[src/rtl/uart_tx.sv]
// uart_tx: buffered 8N1 serialiser, LSB first, programmable baud divider.
// Define UART_TX_FIFO_EN for a FIFO_DEPTH queue; otherwise one holding reg.
module uart_tx #(
  parameter int CLKS_PER_BIT = 104,
  parameter int FIFO_DEPTH   = 4
) (
  input  logic       clk,
  input  logic       rst,
  input  logic [7:0] wdata,
  input  logic       wvalid,
  output logic       wready,
  output logic       tx,
  output logic       busy
);

  localparam int CW = $clog2(CLKS_PER_BIT);
  localparam logic [CW-1:0] LAST = CW'(CLKS_PER_BIT - 1);

  if (CLKS_PER_BIT < 2 || FIFO_DEPTH < 2) begin : g_cfg_err
    $error("uart_tx: CLKS_PER_BIT and FIFO_DEPTH must be >= 2");
  end

  typedef enum logic [1:0] {
    IDLE,
    START,
    DATA,
    STOP
  } state_t;

  state_t        state, state_d;
  logic [7:0]    sh, sh_d;
  logic [CW-1:0] cnt, cnt_d;
  logic [2:0]    idx, idx_d;
  logic          tx_d;
  logic          pop;
  logic          push;
  logic          empty;
  logic [7:0]    head;

`ifdef UART_TX_FIFO_EN
  localparam int AW = $clog2(FIFO_DEPTH);

  logic [AW:0] wptr, rptr;
  logic [7:0]  mem [FIFO_DEPTH];
  logic        full;

  assign empty = (wptr == rptr);
  assign full  = (wptr[AW] != rptr[AW]) &&
                 (wptr[AW-1:0] == rptr[AW-1:0]);
  assign head  = mem[rptr[AW-1:0]];
  assign wready = !full;
  assign push  = wvalid && !full;

  always_ff @(posedge clk or posedge rst) begin
    if (rst) begin
      wptr <= '0;
      rptr <= '0;
    end else begin
      if (push) wptr <= wptr + 1'b1;
      if (pop)  rptr <= rptr + 1'b1;
    end
  end

  always_ff @(posedge clk) begin
    if (push) mem[wptr[AW-1:0]] <= wdata;
  end
`else
  logic       hold_v;
  logic [7:0] hold_q;

  assign empty  = !hold_v;
  assign head   = hold_q;
  assign wready = !hold_v;
  assign push   = wvalid && !hold_v;

  always_ff @(posedge clk or posedge rst) begin
    if (rst) begin
      hold_v <= 1'b0;
      hold_q <= '0;
    end else begin
      if (pop) hold_v <= 1'b0;
      if (push) begin
        hold_v <= 1'b1;
        hold_q <= wdata;
      end
    end
  end
`endif

  always_comb begin
    state_d = state;
    sh_d    = sh;
    cnt_d   = cnt;
    idx_d   = idx;
    pop     = 1'b0;
    unique case (state)
      IDLE: begin
        cnt_d = '0;
        if (!empty) begin
          pop     = 1'b1;
          sh_d    = head;
          state_d = START;
        end
      end
      START: begin
        if (cnt == LAST) begin
          cnt_d   = '0;
          idx_d   = '0;
          state_d = DATA;
        end else begin
          cnt_d = cnt + 1'b1;
        end
      end
      DATA: begin
        if (cnt == LAST) begin
          cnt_d = '0;
          sh_d  = sh >> 1;
          idx_d = idx + 1'b1;
          if (idx == 3'd7) state_d = STOP;
        end else begin
          cnt_d = cnt + 1'b1;
        end
      end
      STOP: begin
        if (cnt == LAST) begin
          cnt_d = '0;
          if (!empty) begin
            pop     = 1'b1;
            sh_d    = head;
            state_d = START;
          end else begin
            state_d = IDLE;
          end
        end else begin
          cnt_d = cnt + 1'b1;
        end
      end
      default: state_d = IDLE;
    endcase
  end

  // line level follows the state being entered so tx stays a plain flop
  always_comb begin
    tx_d = 1'b1;
    unique case (state_d)
      START:   tx_d = 1'b0;
      DATA:    tx_d = sh_d[0];
      default: tx_d = 1'b1;
    endcase
  end

  always_ff @(posedge clk or posedge rst) begin
    if (rst) begin
      state <= IDLE;
      sh    <= '0;
      cnt   <= '0;
      idx   <= '0;
      tx    <= 1'b1;
    end else begin
      state <= state_d;
      sh    <= sh_d;
      cnt   <= cnt_d;
      idx   <= idx_d;
      tx    <= tx_d;
    end
  end

  assign busy = (state != IDLE) || !empty;

endmodule

[config.mk]
export PLATFORM = sky130hd
export DESIGN_NAME = uart_tx
export DESIGN_NICKNAME = d
export VERILOG_FILES = /design/src/rtl/uart_tx.sv
export SDC_FILE = /design/constraint.sdc
export NUM_CORES = 1
export LEC_CHECK = 0
export CORE_MARGIN = 10
export CORE_UTILIZATION = 23
export DETAILED_ROUTE_END_ITERATION = 12
export GPL_ROUTABILITY_DRIVEN = 1
export PLACE_DENSITY = 0.48
export SETUP_SLACK_MARGIN = 0.05
export SYNTH_ARGS = -nofsm -noshare
export SYNTH_HDL_FRONTEND = slang
export SYNTH_SLANG_ARGS = --single-unit
[constraint.sdc]
create_clock -name clk -period 2.1 [get_ports clk]
set_input_delay 0.21 -clock clk [delete_from_list [all_inputs] [get_ports clk]]
set_output_delay 0.21 -clock clk [all_outputs]
set_load 0.02 [all_outputs]
==> flow_summary.json <==
{
  "crit_type": "reg2out",
  "drtPass1Iterations": 4,
  "grt_max_degree": 31,
  "hold_buffers": 0,
  "path_clk_slew_ns": 0.07,
  "yosys.area_share.simple": 0.162,
  "p_leak_nw": 0.863,
  "final_common_cell": "dfrtp_1",
  "avgSynthCellArea_sq_um": 11.1,
  "synth_nets": 170,
  "numPortBuffers": 13,
  "yosys.area_share.xor_xnor": 0.0209,
  "drive_gt1_frac": 0.224,
  "final_area_sq_um": 2020,
  "grtUsageTotal": 0.0649,
  "arrival_ns": 1.79,
  "yosysUniqueCellTypes": 47,
  "cts.path.max_buffers": 2,
  "synth-compound-area-share": 0.168,
  "netlist_area_sq_um": 1680,
  "antenna_found_initial": 0,
  "clk_latency_ns": 0.28,
  "top_level_ports": 14,
  "layout_common_cells": "27 x dfrtp_1, 13 x clkdlybuf4s50_1, 10 x nand2_1, 10 x o21ai_0, 9 x mux2_2",
  "fmax_mhz": 499,
  "synthMuxAreaShare": 0.102,
  "setup_violations": 0,
  "fp.dieH_microns": 105,
  "drc": 0,
  "synthAdderAreaFrac": 0.0597,
  "tightest_slew_ns": 0.399,
  "required_ns": 1.89,
  "h-tree-depth": 2,
  "globalRoute.totalOverflow": 0,
  "grt_pass1_wl_microns": 5940,
  "ant_nets": 0,
  "maxCapViolCount": 0,
  "start_util": 0.234,
  "hold_path.class": "in2async",
  "ff2ff_path_depth": 6,
  "post-route-period-util": 0.954,
  "yosysWarnings": 0,
  "cts-root-buf": "clkbuf_8",
  "slew_viol_final": 0,
  "clock_sinks": 30,
  "dominantRegCellSynth": "dfrtp_1",
  "die_width_microns": 105,
  "vias": 1194,
  "wl_microns": 3480,
  "reg2reg_to": "tx",
  "n_antenna_cell": 0,
  "num_rows": 31,
  "gp_congestion": 0.782,
  "peakVddDrop_v": 0.000380,
  "tritoncts": "yes",
  "relSlewSlack": 0.734,
  "ys_ff_latch": 30,
  "viasPerCell": 4.44,
  "dr.first_iter.drc_count": 36,
  "synth_top_family_by_area": "compound AO/OA/AOI/OAI gates",
  "wire_per_inst_microns": 12.9,
  "power.density_nw_per_um2": 662,
  "async_reset_ff_frac": 1.00,
  "skew_ns": 0.00525,
  "nNetsFinal": 188,
  "fin_crit_ns": 2.00,
  "status": "completed",
  "r2r-start": "state[0]",
  "r2r_slack_ns": 0.18,
  "critPathMaxFanout": 11,
  "final_util": 0.282,
  "ys_seq_area_frac": 0.449,
  "core_area_sq_um": 7180,
  "area_growth_pct": 20.6,
  "placed_area_sq_um": 1930,
  "grt_pass1_vias": 1208,
  "synth_edf_count": 0,
  "die-area_sq_um": 11100,
  "finalHoldViolations": 0,
  "dp_hpwl_microns": 2450,
  "critPathLaunchType": "flop",
  "crit_path_end_kind": "output port",
  "cts_buffers": 5,
  "rsz0062_at_grt": "yes",
  "syn_inst": 151
}
-- synth_stat cells (all sizes together) (2+ instances only) --
library cell / n / area [sq um]
dfrtp: 29 / 726
o21ai: 13 / 65.1
nand2: 11 / 43.8
mux2: 9 / 101
a22o: 8 / 70.1
ha: 8 / 100
nor2: 8 / 45.0
mux2i: 7 / 70.1
inv: 6 / 22.5
nor3: 6 / 30.0
a21oi: 4 / 31.3
buf: 4 / 31.3
and3: 3 / 20.0
clkbuf: 3 / 11.3
nand3: 3 / 27.5
nor3b: 3 / 27.5
a31oi: 2 / 12.5
and2b: 2 / 16.3
nand2b: 2 / 12.5
nor4: 2 / 18.8
xnor2: 2 / 17.5
xor2: 2 / 17.5
-- registers in the layout, indices dropped and copies added, names as in the netlist --
name	cells
head	8
sh	8
cnt	7
idx	3
state	2
hold_v	1
tx	1
-- worst max path at each step --
stage                  start  endpoint
floorplan           state[1]        tx
global route        state[1]      busy
global placement    state[0]        tx
finish              state[1]      busy
CTS                 state[0]      busy
detailed placement  state[0]        tx
-- layout make-up --
class | instances | area, sq um
Clock buffer | 7 | 86.3
Clock inverter | 1 | 5.00
Fill cell | 768 | 5150
Inverter | 6 | 22.5
Multi-Input combinational cell | 108 | 862
Sequential cell | 30 | 754
Tap cell | 99 | 124
Timing Repair Buffer | 18 | 168
-- kinds of logic (layout without fill, tap and decap cells) --
group | Yosys count | after routing
AOI/OAI and AO/OA | 37 | 37
buffers and inverters | 13 | 32
muxes | 16 | 16
xor gates and xnor gates | 4 | 4
and+or+nand+nor | 43 | 43
DFF | 30 | 30
adders and majority gates | 8 | 8
-- worst max-delay path: stages (launching register included) --
cell and delay, ns:
dfrtp_2 0.46, inv_1 0.12, ha_2 0.32, nand2_1 0.07, clkdlybuf4s50_1 0.54
-- through the flow --
stage / setup WS (ns) / hold slack [ns] / instances / power, mW / TNS (ns)
global placement: 0.240 / 0.456 / 261 / 0.870 / 0
detailed placement: 0.157 / 0.455 / 261 / 0.872 / 0
global route: -0.000833 / 0.377 / 269 / 1.41 / -0.000833
CTS: 0.0563 / 0.329 / 269 / 1.37 / 0
finish: 0.0969 / 0.309 / 269 / 1.34 / 0
floorplan: 0.286 / 0.300 / 151 / 0.812 / 0
-- where the power goes --
part / total [mW] / switching [mW] / internal [mW] / leakage (nW)
clock network: 0.484 / 0.220 / 0.264 / 0.0482
registers: 0.690 / 0.0418 / 0.648 / 0.367
logic: 0.166 / 0.0639 / 0.102 / 0.448
-- metal layers --
metal | up-vias | global-route usage | wire, microns
met5 | - | 0 | 0
met4 | 0 | 0.0206 | 42
met3 | 7 | 0.0238 | 145
met2 | 20 | 0.0951 | 1510
met1 | 583 | 0.0863 | 1790
li1 | 584 | - | -
-- repair_timing --
| action | 4_1_cts | 5_1_grt |
|---|---|---|
| gates resized for setup | 2 | 1 |
| buffers inserted | 0 | 0 |
| endpoints found under the setup margin | 1 | 2 |
(Power assumes the default switching activity.)
